**src/rtl/baby_ctrl_pkg.sv**
```systemverilog
// rtl/baby_ctrl_pkg.sv - shared state encoding, opcodes and strobe bundle for the Baby sequencer
package baby_ctrl_pkg;

    typedef enum logic [3:0] {
        S_IDLE,
        S_INC,
        S_FADDR,
        S_FWAIT,
        S_FLATCH,
        S_DECODE,
        S_XPRE,
        S_RWAIT,
        S_RLATCH,
        S_XALU,
        S_WWAIT,
        S_WEND,
        S_CMP_SKIP,
        S_CMP_NOP,
        S_HALTED,
        S_FAULT
    } state_e;

    localparam logic [2:0] FUNC_JMP  = 3'd0;
    localparam logic [2:0] FUNC_JRP  = 3'd1;
    localparam logic [2:0] FUNC_LDN  = 3'd2;
    localparam logic [2:0] FUNC_STO  = 3'd3;
    localparam logic [2:0] FUNC_SUB  = 3'd4;
    localparam logic [2:0] FUNC_SUB2 = 3'd5;
    localparam logic [2:0] FUNC_CMP  = 3'd6;
    localparam logic [2:0] FUNC_STP  = 3'd7;

    localparam logic [1:0] ALU_NEG_B     = 2'b00;
    localparam logic [1:0] ALU_A_MINUS_B = 2'b01;
    localparam logic [1:0] ALU_A_PLUS_B  = 2'b10;

    typedef struct packed {
        logic       pc_clk;
        logic       pc_load_n;
        logic       pc_oe_n;
        logic       ir_load_n;
        logic       ir_oe_n;
        logic       mar_load_n;
        logic       mem_rd_n;
        logic       mem_wr_n;
        logic       acc_load_n;
        logic       acc_oe_n;
        logic       alu_a_load_n;
        logic       alu_b_load_n;
        logic [1:0] alu_op;
        logic       alu_oe_n;
        logic       halted;
        logic       fault;
    } strobes_t;

    localparam strobes_t STROBES_IDLE = '{
        pc_clk:       1'b0,
        pc_load_n:    1'b1,
        pc_oe_n:      1'b1,
        ir_load_n:    1'b1,
        ir_oe_n:      1'b1,
        mar_load_n:   1'b1,
        mem_rd_n:     1'b1,
        mem_wr_n:     1'b1,
        acc_load_n:   1'b1,
        acc_oe_n:     1'b1,
        alu_a_load_n: 1'b1,
        alu_b_load_n: 1'b1,
        alu_op:       ALU_NEG_B,
        alu_oe_n:     1'b1,
        halted:       1'b0,
        fault:        1'b0
    };

    function automatic logic is_wait(input state_e s);
        return (s == S_FWAIT) || (s == S_RWAIT) || (s == S_WWAIT);
    endfunction

    // Each state drives at most one bus source; func selects the operand/destination.
    function automatic strobes_t decode_strobes(input state_e s, input logic [2:0] func);
        strobes_t o;
        o = STROBES_IDLE;
        case (s)
            S_INC:      o.pc_clk = 1'b1;
            S_FADDR:    begin o.pc_oe_n = 1'b0; o.mar_load_n = 1'b0; end
            S_FWAIT,
            S_RWAIT:    o.mem_rd_n = 1'b0;
            S_FLATCH:   begin o.mem_rd_n = 1'b0; o.ir_load_n = 1'b0; end
            S_DECODE:   begin o.ir_oe_n = 1'b0; o.mar_load_n = 1'b0; end
            S_XPRE: begin
                o.alu_a_load_n = 1'b0;
                if (func == FUNC_JRP) o.pc_oe_n  = 1'b0;
                else                  o.acc_oe_n = 1'b0;
            end
            S_RLATCH: begin
                o.mem_rd_n = 1'b0;
                if (func == FUNC_JMP) o.pc_load_n    = 1'b0;
                else                  o.alu_b_load_n = 1'b0;
            end
            S_XALU: begin
                o.alu_oe_n = 1'b0;
                case (func)
                    FUNC_JRP: begin o.alu_op = ALU_A_PLUS_B;  o.pc_load_n  = 1'b0; end
                    FUNC_LDN: begin o.alu_op = ALU_NEG_B;     o.acc_load_n = 1'b0; end
                    default:  begin o.alu_op = ALU_A_MINUS_B; o.acc_load_n = 1'b0; end
                endcase
            end
            S_WWAIT:    begin o.acc_oe_n = 1'b0; o.mem_wr_n = 1'b0; end
            S_WEND:     o.acc_oe_n = 1'b0;
            S_CMP_SKIP: o.pc_clk = 1'b1;
            S_HALTED:   o.halted = 1'b1;
            S_FAULT:    o.fault = 1'b1;
            default:    ;
        endcase
        return o;
    endfunction

endpackage

```
**src/rtl/baby_ready_timer.sv**
```systemverilog
// rtl/baby_ready_timer.sv - reloadable down-counter flagging a store that never raises ready
module baby_ready_timer #(
    parameter int TIMEOUT = 255
) (
    input  logic clk_i,
    input  logic reset_i,
    input  logic load_i,
    input  logic count_i,
    output logic expired_o
);

    localparam int CW = (TIMEOUT > 1) ? $clog2(TIMEOUT) : 1;
    localparam logic [CW-1:0] LOAD_VAL = (TIMEOUT > 0) ? CW'(TIMEOUT - 1) : '0;

    logic [CW-1:0] cnt_q, cnt_d;

    always_comb begin
        cnt_d = cnt_q;
        if (load_i)
            cnt_d = LOAD_VAL;
        else if (count_i && (cnt_q != '0))
            cnt_d = cnt_q - CW'(1);
    end

    always_ff @(posedge clk_i) begin
        if (reset_i) cnt_q <= LOAD_VAL;
        else         cnt_q <= cnt_d;
    end

    // Fires on the TIMEOUT-th consecutive not-ready wait cycle.
    assign expired_o = (TIMEOUT != 0) && count_i && (cnt_q == '0);

endmodule

```
**src/rtl/baby_control_sequencer.sv**
```systemverilog
// rtl/baby_control_sequencer.sv - Moore fetch/decode/execute sequencer for the Baby datapath
module baby_control_sequencer
    import baby_ctrl_pkg::*;
#(
    parameter int READY_TIMEOUT = 255
) (
    input  logic       CLK,
    input  logic       RESET,
    input  logic       START,
    input  logic       STOP,
    input  logic       MEM_READY,
    input  logic [2:0] IR_FUNC,
    input  logic       ACC_NEG,
    output logic       PC_CLK,
    output logic       PC_LOAD_n,
    output logic       PC_OE_n,
    output logic       IR_LOAD_n,
    output logic       IR_OE_n,
    output logic       MAR_LOAD_n,
    output logic       MEM_RD_n,
    output logic       MEM_WR_n,
    output logic       ACC_LOAD_n,
    output logic       ACC_OE_n,
    output logic       ALU_A_LOAD_n,
    output logic       ALU_B_LOAD_n,
    output logic [1:0] ALU_OP,
    output logic       ALU_OE_n,
    output logic       HALTED,
    output logic       FAULT
);

    state_e     state_q, state_d;
    logic [2:0] func_q, func_d;
    logic       stop_q, stop_d;
    strobes_t   out_q;
    logic       timeout;
    logic       running;
    state_e     boundary;

    baby_ready_timer #(.TIMEOUT(READY_TIMEOUT)) u_ready_timer (
        .clk_i     (CLK),
        .reset_i   (RESET),
        .load_i    (!is_wait(state_q)),
        .count_i   (is_wait(state_q) && !MEM_READY),
        .expired_o (timeout)
    );

    always_comb begin
        state_d  = state_q;
        func_d   = func_q;
        running  = (state_q != S_IDLE) && (state_q != S_HALTED) && (state_q != S_FAULT);
        boundary = (stop_q || STOP) ? S_HALTED : S_INC;
        case (state_q)
            S_IDLE,
            S_HALTED:   if (START && !STOP) state_d = S_INC;
            S_INC:      state_d = S_FADDR;
            S_FADDR:    state_d = S_FWAIT;
            S_FWAIT:    if (MEM_READY) state_d = S_FLATCH;
                        else if (timeout) state_d = S_FAULT;
            S_FLATCH:   state_d = S_DECODE;
            S_DECODE: begin
                func_d = IR_FUNC;
                case (IR_FUNC)
                    FUNC_JMP, FUNC_LDN:            state_d = S_RWAIT;
                    FUNC_JRP, FUNC_SUB, FUNC_SUB2: state_d = S_XPRE;
                    FUNC_STO:                      state_d = S_WWAIT;
                    FUNC_CMP:                      state_d = ACC_NEG ? S_CMP_SKIP : S_CMP_NOP;
                    default:                       state_d = S_HALTED;
                endcase
            end
            S_XPRE:     state_d = S_RWAIT;
            S_RWAIT:    if (MEM_READY) state_d = S_RLATCH;
                        else if (timeout) state_d = S_FAULT;
            S_RLATCH:   state_d = (func_q == FUNC_JMP) ? boundary : S_XALU;
            S_WWAIT:    if (MEM_READY) state_d = S_WEND;
                        else if (timeout) state_d = S_FAULT;
            S_XALU,
            S_WEND,
            S_CMP_SKIP,
            S_CMP_NOP:  state_d = boundary;
            S_FAULT:    state_d = S_FAULT;
            default:    state_d = S_IDLE;
        endcase
        // STOP is remembered until the next instruction boundary takes us to HALTED.
        stop_d = (state_d == S_HALTED) ? 1'b0 : (stop_q || (running && STOP));
    end

    always_ff @(posedge CLK) begin
        if (RESET) begin
            state_q <= S_IDLE;
            func_q  <= FUNC_JMP;
            stop_q  <= 1'b0;
            out_q   <= STROBES_IDLE;
        end else begin
            state_q <= state_d;
            func_q  <= func_d;
            stop_q  <= stop_d;
            out_q   <= decode_strobes(state_d, func_d);
        end
    end

    assign PC_CLK       = out_q.pc_clk;
    assign PC_LOAD_n    = out_q.pc_load_n;
    assign PC_OE_n      = out_q.pc_oe_n;
    assign IR_LOAD_n    = out_q.ir_load_n;
    assign IR_OE_n      = out_q.ir_oe_n;
    assign MAR_LOAD_n   = out_q.mar_load_n;
    assign MEM_RD_n     = out_q.mem_rd_n;
    assign MEM_WR_n     = out_q.mem_wr_n;
    assign ACC_LOAD_n   = out_q.acc_load_n;
    assign ACC_OE_n     = out_q.acc_oe_n;
    assign ALU_A_LOAD_n = out_q.alu_a_load_n;
    assign ALU_B_LOAD_n = out_q.alu_b_load_n;
    assign ALU_OP       = out_q.alu_op;
    assign ALU_OE_n     = out_q.alu_oe_n;
    assign HALTED       = out_q.halted;
    assign FAULT        = out_q.fault;

endmodule
```
**config.mk**
```make
export PLATFORM = sky130hd
export DESIGN_NAME = baby_control_sequencer
export DESIGN_NICKNAME = d
export VERILOG_FILES = /design/src/rtl/baby_ctrl_pkg.sv /design/src/rtl/baby_ready_timer.sv /design/src/rtl/baby_control_sequencer.sv
export SDC_FILE = /design/constraint.sdc
export NUM_CORES = 1
export LEC_CHECK = 0
export CAP_MARGIN = 40
export CELL_PAD_IN_SITES_DETAIL_PLACEMENT = 1
export CELL_PAD_IN_SITES_GLOBAL_PLACEMENT = 1
export CORE_MARGIN = 2
export CORE_UTILIZATION = 40
export CTS_CLUSTER_SIZE = 12
export DETAILED_ROUTE_END_ITERATION = 8
export GPL_TIMING_DRIVEN = 0
export PLACE_DENSITY = 0.76
export SLEW_MARGIN = 20
export SYNTH_ARGS = -nofsm -noshare
export SYNTH_HDL_FRONTEND = slang
export SYNTH_SLANG_ARGS = --single-unit
export TNS_END_PERCENT = 100
```
**constraint.sdc**
```tcl
create_clock -name CLK -period 2.99 [get_ports CLK]
set_input_delay 0.299 -clock CLK [delete_from_list [all_inputs] [get_ports CLK]]
set_output_delay 0.299 -clock CLK [all_outputs]
set_load 0.1 [all_outputs]
```
Word-level counts from Yosys, hierarchy flattened
Index checks and enable logic that the tools add are counted.
- flip-flop bits (word level): 33
- word-level logic and storage cells: 124
- add/sub/neg operators: 1
- equality and inequality tests: 39
- multiplexer cells: 29
- bitwise logic cells: 3
- reduce and logical (&&, ||, !) cells: 32
- operators with widths (operator ; count):
    $eq 4x4->1 const B ; 15
    $pmux 4 s12 ; 1
    $eq 4x3->1 const B ; 8
    $mux 4 ; 7
    $reduce_or 2->1 ; 9
    $eq 4x2->1 const B ; 4
    $pmux 4 s4 ; 1
    $mux 1 ; 15
    $eq 3x2->1 const B ; 3
    $eq 3x3->1 const B ; 3
    $logic_not 3->1 ; 3
    $eq 4x1->1 const B ; 2
    $logic_not 8->1 ; 1
    $ne 4x4->1 const B ; 2
    $reduce_bool 8->1 ; 1
    $reduce_or 4->1 ; 2
    $sub 8x1->8 const B ; 1
    $logic_and 1x1->1 ; 7
    $eq 3x1->1 const B ; 2
    $pmux 1 s2 ; 3
    $logic_not 4->1 ; 1
    $logic_or 1x1->1 ; 4
    $pmux 2 s2 ; 1
    $reduce_bool 4->1 ; 1
    4 further kinds ; 7

Depth between registers and ports, before layout
- depth in word-level cells: 11
- mapped depth: 9
- mapped depth without buffers: 7

By module
A second synthesis with hierarchy kept.
- cells, all modules: 207
- area total of the unflattened synthesis: 1824.2 um^2
- modules (own cells, without submodules) (module ; times used ; cells each ; area each (um^2)):
    baby_control_sequencer ; 1 ; 158 ; 1391.3
    baby_ready_timer ; 1 ; 49 ; 432.9

Least setup slack after synthesis
OpenSTA, ideal clock, no wires.
- path type: reg2reg
- from: register u_ready_timer.cnt_q[2]
- to: register out_q (netlist bit MAR_LOAD_n)
- library setup time: 120 ps
- data arrival time: 2228 ps
- required time: 2870 ps
- slack: 642 ps
- cell stages (with the launch flop): 8
- period minus slack after synthesis: 2348 ps
- cell sequence: dfxtp_1 -> or4_4 -> nor4b_4 -> o211ai_1 -> o211a_1 -> buf_6 -> or3_1 -> a211o_1
- longest elaborated chain between the ends: 8
- elaborated cells on any way between the ends: 11
- those cells by class: eq/ne: 2; mux: 6; reduce/logical: 3
- RTL lines (element ; line ; source):
    start: declaration ; baby_ready_timer.sv:15 ; logic [CW-1:0] cnt_q, cnt_d;
    start signal: assignment ; baby_ready_timer.sv:27 ; else cnt_q <= cnt_d;
    $logic_not 8->1 (*) ; baby_ready_timer.sv:31 ; assign expired_o = (TIMEOUT != 0) && count_i && (cnt_q == '0);
    $logic_and 1x1->1 (*) ; baby_ready_timer.sv:31 ;
    $mux 4 (*) ; baby_control_sequencer.sv:59, baby_control_sequencer.sv:73, baby_control_sequencer.sv:76 ;
    $mux 4 (on tied branches) ; baby_control_sequencer.sv:75, baby_control_sequencer.sv:58, baby_control_sequencer.sv:72 ;
    $pmux 4 s12 (*) ; baby_control_sequencer.sv:53 ; case (state_q)
    $eq 4x3->1 / $eq 4x2->1 (equally long branches) ; baby_ctrl_pkg.sv:82 ; case (s)
    $reduce_or 2->1 (no source line) (*) ; -- ;
    $mux 1 (*) ; baby_ctrl_pkg.sv:82 ;
    end signal: assignment ; baby_control_sequencer.sv:98 ; out_q <= decode_strobes(state_d, func_d);
    end: declaration ; baby_control_sequencer.sv:35 ; strobes_t out_q;
Every way passes the cells marked *; elsewhere a longest branch is shown, timed or not.
A chain may end at the register's enable or synchronous reset.

Worst setup path after layout
- from: register state_q[0]
- to: register out_q (netlist bit MEM_RD_n)
- longest elaborated chain between the ends: 11
- elaborated cells on any way between the ends: 34
- those cells by class: eq/ne: 19; mux: 7; reduce/logical: 8
- RTL lines (element ; line ; source):
    start: declaration ; baby_control_sequencer.sv:32 ; state_e state_q, state_d;
    start signal: assignment ; baby_control_sequencer.sv:95 ; state_q <= state_d;
    $eq 4x2->1 / $eq 4x3->1 (equally long branches) ; baby_ctrl_pkg.sv:75, baby_control_sequencer.sv:53 ;
    $logic_or 1x1->1 (2 in series) ; baby_ctrl_pkg.sv:75 ; return (s == S_FWAIT) || (s == S_RWAIT) || (s == S_WWAIT);
    $logic_and 1x1->1 ; baby_control_sequencer.sv:44 ; .count_i (is_wait(state_q) && !MEM_READY),
    $logic_and 1x1->1 ; baby_ready_timer.sv:31 ;
    $mux 4 ; baby_control_sequencer.sv:59, baby_control_sequencer.sv:73, baby_control_sequencer.sv:76 ;
    $mux 4 (on tied branches) ; baby_control_sequencer.sv:75, baby_control_sequencer.sv:58, baby_control_sequencer.sv:72 ;
    $pmux 4 s12 (*) ; baby_control_sequencer.sv:53 ;
    $eq 4x4->1 (tied with other cells) ; baby_ctrl_pkg.sv:82 ;
    $reduce_or 4->1 (no source line) (*) ; -- ;
    $mux 1 (*) ; baby_ctrl_pkg.sv:82 ;
Marks and branches as above.

==> results.md <==
* Async S/R FF share, synth at 0%
* Post-synthesis share of cell area spent on full adders, half adders and majority gates at 1.47%
* Post-synthesis sequential area ratio at 38.8%
* Setup Crit Path Kind: reg2reg
* Cell leakage power at 0.928 nW
* Initial detailed-routing violation count at 85
* DRC violation count after routing at 0
* Largest buffer count on any clock path at 2
* Max H-tree Level at 2
* CTS-repair resized insts at 0
* Clock slew at reported path FFs at 70 ps
* Via count of the first global-routing pass at 1704
* Peak per-stage delay on the critical path at 460 ps
* Initial antenna violation count at 0
* Avg Synthesized Cell Area at 8.51 sq um
* Final Critical Period at 2780 ps
* Critical Path Most Common Cell: sky130_fd_sc_hd__a211oi_1
* CTS sink count at 33
* Critical path data arrival time at 2920 ps
* Final-stage net count at 258
* Complex-gate fraction of the synthesized area at 19.9%
* Mux share of post-synthesis cell area at 1.18%
* Relative max-transition margin at 46.5%
* CP Data Required Time at 3130 ps
* Count of warnings emitted by yosys at 0
* Count of fill cells added during filler insertion at 477
* Setup-failing EPs final at 0
* Initial core utilization at 42.0%
* Kind of path behind the tightest hold check: reg2reg
* Largest net degree at the start of global routing at 11
* Power per Cell Area at 905 nW/um^2
* Input/output buffers at 23
* Commonest non-fill, non-tap cells in the layout: sky130_fd_sc_hd__dfxtp_1, sky130_fd_sc_hd__clkdlybuf4s50_1, sky130_fd_sc_hd__nand2_1
* Number of diodes at 0
* Number of detailed-route iterations in the first pass at 4
* Synthesized Nets at 211
* RSZ-0062 raised after global routing: no
* Routability congestion estimate from global placement at 0.843
* Placed wire-length estimate at 3.76 mm
* Hold_buf cts at 0
* Overflow after GRT at 0
* Via count of the routed design at 1635
* Layout cells sized above 1 at 16.2%
* Max-capacitance violation count at 0
* Placed Instance Area at 2250 sq um
* Number of synthesized register bits at 33
* Number of routed nets with antenna violations at 0
* Area share of and/or/nand/nor cells after synthesis at 30.7%
* Leading cell type in the layout, fill and taps excluded: sky130_fd_sc_hd__dfxtp_1
* Post-synthesis share of cell area spent on xor and xnor gates at 3.09%
* Die height at 69.2 um
* Largest fanout on the critical path at 10
* Wire length reported by the detailed router at 4.92 mm
* Inserted Clock Buffers at 5
* Cells after synthesis at 200
* Endpoint kind of the worst setup timing path: flip-flop
* Least-Margin Pin Slew at 795 ps
* Critical path cell sequence: clkbuf_1 > buf_2 > nor3b_1 > a221o_1 > a211oi_1 > nand2_1 > nor4_1 > a211oi_1
* Per-cell via count in the routed design at 5.51
* Count of standard-cell rows at 23
* Crit share post-route at 93.0%
* Ports at 26
* Area added between synthesis and finish at 37.3%
* CP startpoint kind: flip-flop
* Fin area at 2340 sq um
* Maximum frequency from static timing analysis at 359 MHz
* Ys flop type: sky130_fd_sc_hd__dfxtp_1
* Main combinational cell family by area after synthesis: simple AND/OR/NAND/NOR gates
* Hold Violations, Final at 0
* Die X-Extent at 69.2 um
* Floorplan Core Area at 4060 sq um
* TritonCTS clock tree: done
* Overall track demand over capacity in global routing at 22.0%
* Detail-routed net length per standard cell at 16.6 um
* Status: completed
* Highest-delay cell along the critical path: sky130_fd_sc_hd__a211oi_1
* Clock latency at the later pin of the worst-skew pair at 290 ps
* Postcts setup bufs at 0
* Worst ir drop on vdd at 0.000675 V
* Clock tree skew after final layout at 7.49 ps
* CTS Root Cell: sky130_fd_sc_hd__clkbuf_8
* Unique masters post-synth at 55
* Number of flops mapped to enable cells by yosys at 0
* Netlist Area Pre-Place at 1700 sq um
* First-pass GRT wire length at 8.30 mm
* Total Neg Setup Slack at 0 ps
* Die outline area at 4790 sq um
* Final count of pins violating max slew at 0
routing by layer:
metal | share of wire, % | track usage [%] | vias up
met5 | 0 | 0 | -
met4 | 2.4 | 10.7 | 0
met3 | 2.9 | 5.96 | 11
met2 | 47 | 34.7 | 27
met1 | 47 | 27.7 | 775
li1 | - | - | 822
cell type report:
class | instances | area (sq um) | area share, %
Timing Repair Buffer | 40 | 485 | 20.8
Multi-Input combinational cell | 149 | 960 | 41.1
Buffer | 12 | 60.1 | 2.57
Sequential cell | 33 | 661 | 28.3
Inverter | 6 | 22.5 | 0.964
Tap cell | 50 | 62.6 | 2.68
Clock buffer | 7 | 86.3 | 3.69
state kept, by name, indices dropped and copies added, names as in the netlist, 2 cells and up:
signal               flops
u_ready_timer.cnt_q      8
ALU_OP                   2
func_q                   3
state_q                  4
per-stage QoR:
| step | cells | hold slack [ps] | worst slack, ps | total power (W) | utilization (%) |
|---|---|---|---|---|---|
| 6_report | 297 | 497 | 208 | 0.00211 | 57.6 |
| 4_1_cts | 297 | 500 | 191 | 0.00212 | 57.6 |
| 3_5_place_dp | 290 | 491 | 229 | 0.00178 | 55.5 |
| 3_3_place_gp | 273 | 469 | 343 | 0.00162 | 49.2 |
| 2_1_floorplan | 200 | 435 | 642 | 0.00139 | - |
| 5_1_grt | 297 | 549 | 8.84 | 0.00223 | 57.6 |
synthesized netlist by cell type (all sizes together) (2+ instances only):
library cell	count	area, sq um
a211o	3	26.3
a211oi	4	30.0
a21o	4	30.0
a21oi	11	55.1
a22oi	3	22.5
and3	2	13.8
and3b	2	17.5
buf	7	41.3
clkbuf	5	18.8
dfxtp	33	661
ha	2	25.0
inv	6	22.5
mux2i	2	20.0
nand2	18	67.6
nand2b	3	18.8
nand3	11	55.1
nand4b	2	17.5
nor2	16	60.1
nor2b	4	25.0
nor3	8	45.0
nor3b	4	30.0
nor4	3	18.8
nor4b	2	32.5
o211ai	3	22.5
o21ai	8	40.0
or2	2	12.5
or3	2	12.5
or3b	3	26.3
or4	2	18.8
xor2	5	43.8
critical path: cells and delay by family (launching register included):
kind / cells / cell delay [ps]
flops: 1 / 350
buf+inv: 2 / 610
simple gates: 3 / 850
compound gates: 3 / 820
power by group:
group / internal [W] / switching, W / total, W
clock network: 0.000182 / 0.000152 / 0.000334
registers: 0.000507 / 0.0000392 / 0.000546
logic: 0.000452 / 0.000783 / 0.00123
path summary, 6_finish.rpt:
path / cells after the start / start / to / slack (ps)
max: 8 / state_q[0] / MEM_RD_n / 210
min: 2 / func_q[0] / func_q[0] / 500
max reg2reg: 8 / state_q[0] / MEM_RD_n / 210
min reg2reg: 2 / func_q[0] / func_q[0] / 500
kinds of logic after synthesis:
kind of cell,after synthesis
AND/OR/NAND/NOR,90
XOR/XNOR,6
multiplexers,2
flip-flops,33
buffers and inverters,18
AO/OA/AOI/OAI,49
adder cells (fa/ha/maj),2
Note: power is estimated with default switching activity, not from simulation.
